--- config.mk ---
export PLATFORM = sky130hd
export DESIGN_NAME = btn_press_classifier
export DESIGN_NICKNAME = d
export VERILOG_FILES = /design/src/rtl/btn_press_classifier.sv
export SDC_FILE = /design/constraint.sdc
export NUM_CORES = 1
export LEC_CHECK = 0
export ABC_AREA = 1
export CELL_PAD_IN_SITES_DETAIL_PLACEMENT = 0
export CELL_PAD_IN_SITES_GLOBAL_PLACEMENT = 1
export CORE_MARGIN = 2
export CORE_UTILIZATION = 25
export CTS_CLUSTER_DIAMETER = 40
export DETAILED_ROUTE_END_ITERATION = 7
export DONT_BUFFER_PORTS = 1
export GPL_TIMING_DRIVEN = 0
export PLACE_DENSITY = 0.57
export SLEW_MARGIN = 20
export SYNTH_ARGS = -nofsm -noshare
export SYNTH_HDL_FRONTEND = slang
export SYNTH_SLANG_ARGS = --single-unit
--- constraint.sdc ---
create_clock -name clk_slow -period 1.4 [get_ports clk_slow]
set_input_delay 0.42 -clock clk_slow [delete_from_list [all_inputs] [get_ports clk_slow]]
set_output_delay 0.42 -clock clk_slow [all_outputs]
set_load 0.05 [all_outputs]
--- src/rtl/btn_press_classifier.sv ---
// btn_press_classifier: turns the debounced button level into one-cycle press/release/short/long/repeat events.
// Optional auto-repeat while held past the long threshold is built only when BTN_AUTOREPEAT_EN is defined.
module btn_press_classifier #(
    parameter int LONG_CYC   = 1000,
    parameter int REPEAT_CYC = 200,
    parameter int CNT_W      = 10
) (
    input  logic clk_slow,
    input  logic rst_n,
    input  logic btn_stable,
    output logic press_pulse,
    output logic release_pulse,
    output logic short_press,
    output logic long_press,
    output logic repeat_pulse,
    output logic held
);
    typedef enum logic [1:0] {IDLE, PRESSED, LONG_HELD} state_t;
    localparam logic [CNT_W-1:0] LONG_LAST = CNT_W'(LONG_CYC - 1);
    if (LONG_CYC < 2 || REPEAT_CYC < 1 || (2 ** CNT_W) < LONG_CYC || (2 ** CNT_W) < REPEAT_CYC) begin : g_bad_params
        $error("btn_press_classifier: illegal LONG_CYC/REPEAT_CYC/CNT_W combination");
    end
    state_t state, state_nxt;
    logic [CNT_W-1:0] cnt, cnt_nxt;
    logic press_nxt, release_nxt, short_nxt, long_nxt, repeat_nxt;
    always_comb begin
        state_nxt   = state;
        cnt_nxt     = cnt;
        press_nxt   = 1'b0;
        release_nxt = 1'b0;
        short_nxt   = 1'b0;
        long_nxt    = 1'b0;
        repeat_nxt  = 1'b0;
        case (state)
            IDLE: begin
                if (btn_stable) begin
                    state_nxt = PRESSED;
                    cnt_nxt   = '0;
                    press_nxt = 1'b1;
                end
            end
            PRESSED: begin
                // release wins over the long threshold on the same edge
                if (!btn_stable) begin
                    state_nxt   = IDLE;
                    cnt_nxt     = '0;
                    short_nxt   = 1'b1;
                    release_nxt = 1'b1;
                end else if (cnt == LONG_LAST) begin
                    state_nxt = LONG_HELD;
                    cnt_nxt   = '0;
                    long_nxt  = 1'b1;
                end else begin
                    cnt_nxt = cnt + 1'b1;
                end
            end
            LONG_HELD: begin
                if (!btn_stable) begin
                    state_nxt   = IDLE;
                    cnt_nxt     = '0;
                    release_nxt = 1'b1;
                end else begin
`ifdef BTN_AUTOREPEAT_EN
                    repeat_nxt = (cnt == CNT_W'(REPEAT_CYC - 1));
                    cnt_nxt    = repeat_nxt ? '0 : cnt + 1'b1;
`else
                    cnt_nxt = '0;
`endif
                end
            end
            default: begin
                state_nxt = IDLE;
                cnt_nxt   = '0;
            end
        endcase
    end
    always_ff @(posedge clk_slow or negedge rst_n) begin
        if (!rst_n) begin
            state         <= IDLE;
            cnt           <= '0;
            press_pulse   <= 1'b0;
            release_pulse <= 1'b0;
            short_press   <= 1'b0;
            long_press    <= 1'b0;
            held          <= 1'b0;
        end else begin
            state         <= state_nxt;
            cnt           <= cnt_nxt;
            press_pulse   <= press_nxt;
            release_pulse <= release_nxt;
            short_press   <= short_nxt;
            long_press    <= long_nxt;
            held          <= (state_nxt != IDLE);
        end
    end
`ifdef BTN_AUTOREPEAT_EN
    always_ff @(posedge clk_slow or negedge rst_n) begin
        if (!rst_n) repeat_pulse <= 1'b0;
        else        repeat_pulse <= repeat_nxt;
    end
`else
    assign repeat_pulse = 1'b0;
    logic unused_repeat;
    assign unused_repeat = repeat_nxt;
`endif
endmodule
==> reports/results.ini, run 1 <==
[detailed_routing]
vias_per_cell = 4.10
drt-total-wl_um = 1780
drt_iter0_drc = 15
avgRoutedWirePerCell_um = 10.8
postRouteAntennaNets = 0
drc_errors = 0
via_count = 676
drtPass1Iterations = 4

[floorplanning]
dieWidth_um = 65.1
die_area_um2 = 4240
coreArea_um2 = 3630
rows = 22
pin_count = 9
die_h_um = 65.1
start_util_pct = 25.7

[final_layout]
area_growth_pct = 22.6
n_fill_cell = 395
finalNetCount = 126
fin_area_um2 = 1150
diodes = 0
layout-drive-gt1-share_pct = 30.8

[global_routing]
grt_pass1_wl_um = 3040
busiest_layer = met2
gr-usage-met1_pct = 12.6
antenna_found_initial = 0
grt_max_degree = 18
grt_pass1_vias = 670
groute.usage.overall_pct = 9.65
use_met3_pct = 2.05
grtUsageMet2_pct = 14.0
gr-total-overflow = 0

[synthesis]
synth_cells = 105
synth.area.top_cells = dfrtp_1 46%, nand2_1 9.2%, ha_1 6.7%
synth_area_per_cell_um2 = 8.90
synth_nets = 113
ys_ff_latch = 17
yosysWarnings = 0
yosysSeqAreaShare_pct = 45.5
synth_area_leader_cell = dfrtp_1
syn-cell-area_um2 = 935
yosysUniqueCellTypes = 29
synth_top_area_share_pct = 45.5

[timing]
skew_ps = 2.34
worst_pin_slew_ps = 816
finalHoldViolCount = 0
rsz0062_at_grt = true
slew_headroom_pct = 45.6
slew_violations = 0
finalSetupViolations = 0
fmax_mhz = 753
fin_crit_sh_pct = 94.9
period_needed_ps = 1330

[worst_setup_path]
cp-start-kind = flip-flop
crit_top_cell = inv_2
worst_r2r_startpoint = cnt[0]
end_kind = flip-flop
worst_path_max_delay_cell = dfrtp_1
slowest_delay_ps = 400
critical_path_class = flip-flop to flip-flop
cp-startpoint = cnt[0]
cp.arrival_ps = 1470
crit_required_ps = 1550
path_cells = ha_2 -> nand2_2 -> inv_2 -> nand3_4 -> nand2_4 -> inv_2 -> a22o_1
critPathMaxFanout = 5

[placed_design]
routabilityCongestion = 0.748
port_buffers = 0
hpwl_um = 1290
dpl_cell_area_um2 = 995

[clock_network]
cts_tree = built
htreeDepth = 1
cts_buffers = 3
clk_path_buf_depth = 2
clockRootBuffer = clkbuf_8
clk_pin_slew_ps = 70
clock_sinks = 17
clkLatencyLatePin_ps = 250

[power_and_ir_drop]
cellPowerDensity_nw_per_um2 = 1390
p_leak_uw = 0.000550
vdd_drop_max_mv = 0.878
fin_total_pwr_uw = 1600

[status]
outcome = completed

[min_path]
min-delay-start = btn_stable
hp-class = input port to flip-flop

[job]
timing.max_cap.violations = 0

==> per-layer routing <==
layer  vias up  share of wire (%)
met5         -                  0
met3         5                2.5
met4         0                3.1
met2         8                 44
li1        349                  -
met1       314                 50
==> path summary, 6_finish.rpt <==
kind	end	slack (ps)	depth (start not counted)
setup / recovery	cnt[1]	70	7
min in group asynchronous	cnt[6]	330	1
setup reg to reg	cnt[1]	70	7
hold / removal	release_pulse	230	1
hold reg to reg	cnt[0]	520	1
max in group asynchronous	state[0]	510	1
==> per-stage QoR <==
stage / cells / worst slack, ps / util, % / setup TNS (ps) / hold slack [ps]
2_1_floorplan: 105 / 121 / - / 0 / 124
3_3_place_gp: 153 / -25.6 / 27.4 / -32.3 / 125
3_5_place_dp: 153 / -35.4 / 27.4 / -86.8 / 125
4_1_cts: 159 / 13.4 / 29.2 / 0 / 221
5_1_grt: 165 / -11.1 / 31.5 / -17.5 / 217
6_report: 165 / 72.1 / 31.5 / 0 / 226
==> synth_stat cells, drive strengths merged <==
cell type,number
a21oi,3
a22o,1
buf,1
clkinv,1
conb,1
dfrtp,17
ha,5
inv,19
nand2,26
nand3,5
nor2,8
nor3,2
o21ai,7
o22ai,3
o31ai,1
xnor2,2
xor2,3
==> state kept, by name, summed over array words and instances (netlist names) <==
register and count:
cnt 10, state 2, held 1, long_press 1
press_pulse 1, release_pulse 1, short_press 1
==> final cells by class <==
type | instances | area [µm²] | area share [%]
clock buffer | 4 | 45.0 | 3.93
inverter | 20 | 77.6 | 6.77
timing repair buffer | 8 | 65.1 | 5.68
tap | 48 | 60.1 | 5.24
multi-input combinational | 67 | 464 | 40.5
sequential | 17 | 427 | 37.2
buffer | 1 | 7.51 | 0.655
==> critical path: cells and delay by family (launching register included) <==
kind	cells	cell delay, ps
flip-flops	1	400
AND/OR/NAND/NOR	3	280
adder cells (fa/ha/maj)	1	210
AO/OA/AOI/OAI	1	170
buffers and inverters	2	150
==> where the power goes <==
part | total (µW) | switching, µW | internal, µW
clock | 373 | 170 | 202
combinational | 446 | 253 | 194
sequential | 778 | 206 | 572
==> cells by family after synthesis <==
family,Yosys count,share of synthesized area (%)
other,1,0.401
XOR/XNOR,5,4.69
buffers and inverters,21,9.10
AO/OA/AOI/OAI,15,9.91
flip-flops,17,45.5
AND/OR/NAND/NOR,41,23.7
adder cells (fa/ha/maj),5,6.69
==> cell usage in the layout (no fill, tap or decap), types with 2 or more instances in the layout <==
| cell | count |
|---|---|
| nand2_1 | 20 |
| dfrtp_1 | 16 |
| inv_1 | 12 |
| buf_4 | 8 |
| inv_2 | 6 |
| nor2_1 | 5 |
| nand2_2 | 4 |
| o21ai_1 | 4 |
| nand3_1 | 3 |
| xor2_1 | 3 |
| o22ai_1 | 3 |
| clkbuf_8 | 3 |
| nor2_4 | 2 |
| o21ai_0 | 2 |
| nand2_4 | 2 |
| a21oi_1 | 2 |
| xnor2_1 | 2 |
| ha_4 | 2 |
| ha_1 | 2 |
==> timing repair <==
action,4_1_cts,5_1_grt
setup endpoints to repair,4,8
setup buffers,1,6
cloned,0,0
hold endpoints to repair,17,0
gates resized for setup,2,11
hold buffers,1,0
pin swaps,0,3
(Power assumes the default switching activity.)
==> inputs of run 2 (changes only) <==
- REMOVE_ABC_BUFFERS: default -> 1
==> reports/results.ini, run 2 (synthesis results as in run 1) <==
[status]
outcome = completed  ; unchanged

[placed_design]
port_buffers = 0  ; unchanged
dpl_worst_slack_ps = -25.8  ; was -35.4 ps
post-place-cells = 152  ; was 153
hpwl_um = 1330  ; was 1290 µm
routabilityCongestion = 0.691  ; was 0.748

[timing]
rsz0062_at_grt = true  ; unchanged
setup_tns_ps = 0  ; unchanged
slew_headroom_pct = 45.8  ; was 45.6%
finalSetupViolations = 0  ; unchanged
finalHoldViolCount = 0  ; unchanged
skew_ps = 5.44  ; was 2.34 ps
fin_crit_sh_pct = 95.1  ; was 94.9%
setup_ws_ps = 68.6  ; was 72.1 ps
fmax_mhz = 751  ; was 753 MHz
holdWs_ps = 215  ; was 226 ps
worst_pin_slew_ps = 810  ; was 816 ps
slew_violations = 0  ; unchanged
period_needed_ps = 1330  ; about the same

[final_layout]
final_cell_mix = 17 x dfrtp_1, 15 x nand2_1, 13 x inv_1  ; was 20 x nand2_1, 16 x dfrtp_1, 12 x inv_1
largest_register_ffs = 10  ; unchanged
final_cells = 164  ; was 165
area_growth_pct = 23.3  ; was 22.6%
diodes = 0  ; unchanged
n_fill_cell = 415  ; was 395
layout_commonest_cell = dfrtp_1  ; was nand2_1
layout-drive-gt1-share_pct = 33.6  ; was 30.8%
seq_area_um2 = 425  ; was 427 µm²
finalNetCount = 125  ; was 126
multi_input_area_um2 = 475  ; was 464 µm²
final_core_util_pct = 31.7  ; was 31.5%
top_regs = cnt: 10 flops, state: 2 flops  ; unchanged
top_register = cnt  ; unchanged

[worst_setup_path]
critical_path_class = flip-flop to flip-flop  ; unchanged
crit_required_ps = 1550  ; about the same
cp-start-kind = flip-flop  ; unchanged
cp.arrival_ps = 1480  ; was 1470 ps
critPathMaxFanout = 4  ; was 5
end_kind = flip-flop  ; unchanged

[power_and_ir_drop]
p_leak_uw = 0.000534  ; was 0.000550 µW
cellPowerDensity_nw_per_um2 = 1400  ; was 1390 nW/µm²
vdd_drop_max_mv = 0.959  ; was 0.878 mV

[clock_network]
clkLatencyLatePin_ps = 260  ; was 250 ps
clk_path_buf_depth = 2  ; unchanged
htreeDepth = 1  ; unchanged
clock_sinks = 17  ; unchanged
clockRootBuffer = clkbuf_8  ; unchanged
cts_buffers = 3  ; unchanged
cts_tree = built  ; unchanged
clk_pin_slew_ps = 70  ; about the same

[detailed_routing]
drt-total-wl_um = 1870  ; was 1780 µm
via_count = 670  ; was 676
avgRoutedWirePerCell_um = 11.4  ; was 10.8 µm
drc_errors = 0  ; unchanged
postRouteAntennaNets = 0  ; unchanged
vias_per_cell = 4.09  ; was 4.10
drt_iter0_drc = 20  ; was 15
drtPass1Iterations = 4  ; unchanged

[floorplanning]
dieWidth_um = 65.1  ; unchanged
die_h_um = 65.1  ; unchanged
die_area_um2 = 4240  ; unchanged
start_util_pct = 25.7  ; unchanged
pin_count = 9  ; unchanged
coreArea_um2 = 3630  ; unchanged
rows = 22  ; unchanged

[global_routing]
gr-total-overflow = 0  ; unchanged
groute.usage.overall_pct = 10.0  ; was 9.65%
antenna_found_initial = 0  ; unchanged
grt_pass1_wl_um = 3150  ; was 3040 µm
grt_max_degree = 18  ; unchanged
grt_pass1_vias = 667  ; was 670

[min_path]
hp-class = input port to flip-flop  ; unchanged

[job]
timing.max_cap.violations = 0  ; unchanged

==> run 2: area by class of cell <==
cell class	instances	share of cell area [%]
timing repair buffer	8	5.43
sequential	17	36.9
multi-input combinational	67	41.3
tap	48	5.21
clock buffer	3	3.58
clock inverter	1	0.434
inverter	20	7.17
==> run 2: critical path, stage by stage (launching register included) <==
cell	delay (ps)
dfrtp_1	380
ha_2	200
nand2_2	60
inv_2	100
nand3_4	100
nand2_2	90
nand2_2	50
nand2_2	70
nand2_2	50
nand2_2	80
nand2_2	50
==> run 2: what timing repair did <==
item / in CTS / in global routing
hold buffers: 1 / 0
endpoints found under the hold margin: 17 / 0
gates resized for setup: 0 / 17
endpoints found under the setup margin: 4 / 9
pin swaps: 0 / 6
buffers inserted: 2 / 5
==> run 2: routing by layer <==
metal	global-route usage [%]	wire [µm]	vias to the layer above
li1	-	-	349
met1	13.2	873	306
met2	15.9	907	11
met3	2.57	57	4
met4	3.91	28	0
met5	0	0	-
==> run 2: path summary, 6_finish.rpt <==
kind / startpoint / end / slack (ps) / cells after the start
max: cnt[0] / held / 70 / 10
min: btn_stable / release_pulse / 220 / 1
max reg2reg: cnt[0] / held / 70 / 10
min reg2reg: cnt[0] / cnt[0] / 500 / 1
max in group asynchronous: rst_n / cnt[2] / 200 / 1
min in group asynchronous: rst_n / cnt[7] / 690 / 1
==> run 2: report_power, final <==
group / switching (µW) / internal, µW
clock: 179 / 198
sequential: 197 / 569
combinational: 285 / 192
total: 660 / 958
==> run 2: through the flow <==
step / total power, µW / cell area [µm²]
after global placement: 1100 / 987
after CTS: 1530 / 1060
after global routing: 1740 / 1150
after detailed placement: 1110 / 987
after floorplan: 1030 / 927
final: 1620 / 1150
==> inputs of run 3 (changes only) <==
- CORE_UTILIZATION: 25 -> 41
- DONT_BUFFER_PORTS: 1 -> default
- PLACE_DENSITY: 0.57 -> 0.86
- clock period: 1.4 -> 1.3 ns (I/O delays scaled with it)
==> reports/results.ini, run 3 (synthesis results as in run 1) <==
[status]
outcome = completed  ; unchanged

[final_layout]
largest_register_ffs = 10  ; unchanged
finalNetCount = 140  ; was 125
layout_commonest_cell = nand2_1  ; was dfrtp_1
top_regs = cnt: 10 flops, state: 2 flops  ; unchanged
fin_area_um2 = 1290  ; was 1150 µm²
top_register = cnt  ; unchanged
final_cells = 159  ; was 164
area_growth_pct = 38.6  ; was 23.3%
diodes = 0  ; unchanged
layout-drive-gt1-share_pct = 48.1  ; was 33.6%
final_cell_mix = 19 x nand2_1, 17 x buf_4, 14 x dfrtp_1  ; was 17 x dfrtp_1, 15 x nand2_1, 13 x inv_1
n_fill_cell = 192  ; was 415

[clock_network]
clock_sinks = 17  ; unchanged
cts_tree = built  ; unchanged
clk_path_buf_depth = 2  ; unchanged
ctsHoldBuffers = 0  ; was 1
clkLatencyLatePin_ps = 290  ; was 260 ps
htreeDepth = 1  ; unchanged
clockRootBuffer = clkbuf_4  ; was clkbuf_8
cts_buffers = 3  ; unchanged
clk_pin_slew_ps = 100  ; was 70 ps

[global_routing]
antenna_found_initial = 0  ; unchanged
grt_max_degree = 18  ; unchanged
grt_pass1_wl_um = 3020  ; was 3150 µm
grt_pass1_vias = 728  ; was 667
groute.usage.overall_pct = 15.5  ; was 10.0%
gr-total-overflow = 0  ; unchanged

[timing]
rsz0062_at_grt = true  ; unchanged
skew_ps = 6.64  ; was 5.44 ps
fin_crit_sh_pct = 98.5  ; was 95.1%
setup_ws_ps = 19.0  ; was 68.6 ps
worst_pin_slew_ps = 785  ; was 810 ps
finalSetupViolations = 0  ; unchanged
finalHoldViolCount = 0  ; unchanged
slew_violations = 0  ; unchanged
fmax_mhz = 781  ; was 751 MHz
period_needed_ps = 1280  ; was 1330 ps
slew_headroom_pct = 47.5  ; was 45.8%

[power_and_ir_drop]
p_leak_uw = 0.000610  ; was 0.000534 µW
cellPowerDensity_nw_per_um2 = 1470  ; was 1400 nW/µm²
vdd_drop_max_mv = 1.09  ; was 0.959 mV

[worst_setup_path]
crit_top_cell = nand2_1  ; was nand2_2
critPathMaxFanout = 4  ; unchanged
critical_path_class = flip-flop to flip-flop  ; unchanged
cp-start-kind = flip-flop  ; unchanged
crit_buf_inv = 1  ; unchanged
cp.arrival_ps = 1470  ; was 1480 ps
critical_path.top_delay_family = simple AND/OR/NAND/NOR gates  ; unchanged
path_cells = ha_2 -> nand2_2 -> inv_4 -> nand3_4 -> nand2_1 -> nand2_1 -> nand2_1 -> nand2_1 -> nand2_2 -> nand2_1  ; was ha_2 -> nand2_2 -> inv_2 -> nand3_4 -> nand2_2 -> nand2_2 -> nand2_2 -> nand2_2 -> nand2_2 -> nand2_2
crit_required_ps = 1490  ; was 1550 ps
end_kind = flip-flop  ; unchanged
slowest_delay_ps = 370  ; was 380 ps
worst_path_max_delay_cell = dfrtp_1  ; unchanged

[detailed_routing]
drt-total-wl_um = 1990  ; was 1870 µm
postRouteAntennaNets = 0  ; unchanged
avgRoutedWirePerCell_um = 12.5  ; was 11.4 µm
drt_iter0_drc = 2  ; was 20
drtPass1Iterations = 4  ; unchanged
drc_errors = 0  ; unchanged
via_count = 757  ; was 670
vias_per_cell = 4.76  ; was 4.09

[floorplanning]
pin_count = 9  ; unchanged
die_h_um = 51.7  ; was 65.1 µm
dieWidth_um = 51.7  ; was 65.1 µm
start_util_pct = 42.7  ; was 25.7%
die_area_um2 = 2680  ; was 4240 µm²
coreArea_um2 = 2190  ; was 3630 µm²
rows = 17  ; was 22

[placed_design]
dpl_cell_area_um2 = 1030  ; was 987 µm²
port_buffers = 7  ; was 0
routabilityCongestion = 0.770  ; was 0.691
post-place-cells = 139  ; was 152
hpwl_um = 1190  ; was 1330 µm
dpl_worst_slack_ps = -436  ; was -25.8 ps

[min_path]
hp-class = input port to async pin  ; was input port to flip-flop

[job]
timing.max_cap.violations = 0  ; unchanged

-- run 3: worst paths after layout --
path / from / endpoint / slack [ps] / cells after the start
setup / recovery: cnt[0] / held / 20 / 10
hold / removal: rst_n / cnt[4] / 540 / 1
setup reg to reg: cnt[0] / held / 20 / 10
hold reg to reg: cnt[9] / cnt[9] / 540 / 2
max in group asynchronous: rst_n / cnt[2] / 210 / 1
min in group clk_slow: cnt[9] / cnt[9] / 540 / 2
-- run 3: power by group --
| group | leakage, µW | total, µW | switching, µW | internal [µW] |
|---|---|---|---|---|
| Sequential | 0.000224 | 679 | 61.6 | 617 |
| Combinational | 0.000368 | 944 | 551 | 394 |
| Clock | 0.0000177 | 285 | 171 | 114 |
| Total | 0.000610 | 1910 | 783 | 1130 |
-- run 3: cell type report --
class	instances	area (µm²)	share of cell area, %
clock inverters	1	5.00	0.386
repair buffers	23	181	14.0
multi-input cells	67	528	40.8
flip-flops and latches	17	429	33.1
clock buffers	3	22.5	1.74
well taps	28	35.0	2.71
inverters	20	93.8	7.25
-- run 3: what timing repair did --
item,4_1_cts,5_1_grt
pin swaps,1,11
endpoints found under the setup margin,14,15
resized for setup,31,38
buffers inserted,4,12
-- run 3: worst register-to-register path, stage by stage, from the launching register on --
cell     delay, ps
dfrtp_1        370
ha_2           190
nand2_2         70
inv_4           80
nand3_4        120
nand2_1         90
nand2_1         50
nand2_1         50
nand2_1         60
nand2_2         60
nand2_1         40
-- run 3: stage by stage --
| stage | util [%] | setup TNS, ps | power, µW | hold WS, ps |
|---|---|---|---|---|
| 3_3_place_gp | 47.1 | -6580 | 1270 | 500 |
| 2_1_floorplan | - | 0 | 1110 | 94.4 |
| 5_1_grt | 59.1 | -498 | 2040 | 578 |
| 6_report | 59.1 | 0 | 1910 | 542 |
| 3_5_place_dp | 47.1 | -7220 | 1280 | 506 |
| 4_1_cts | 49.2 | -20.3 | 1600 | 538 |
-- run 3: per-layer routing --
metal | routed length (µm) | part of all wire [%] | vias up | track usage, %
li1 | - | - | 378 | -
met2 | 1070 | 53 | 11 | 25.9
met1 | 853 | 43 | 364 | 19.1
met3 | 45 | 2.3 | 4 | 3.45
met4 | 27 | 1.4 | 0 | 6.58
met5 | 0 | 0 | - | 0
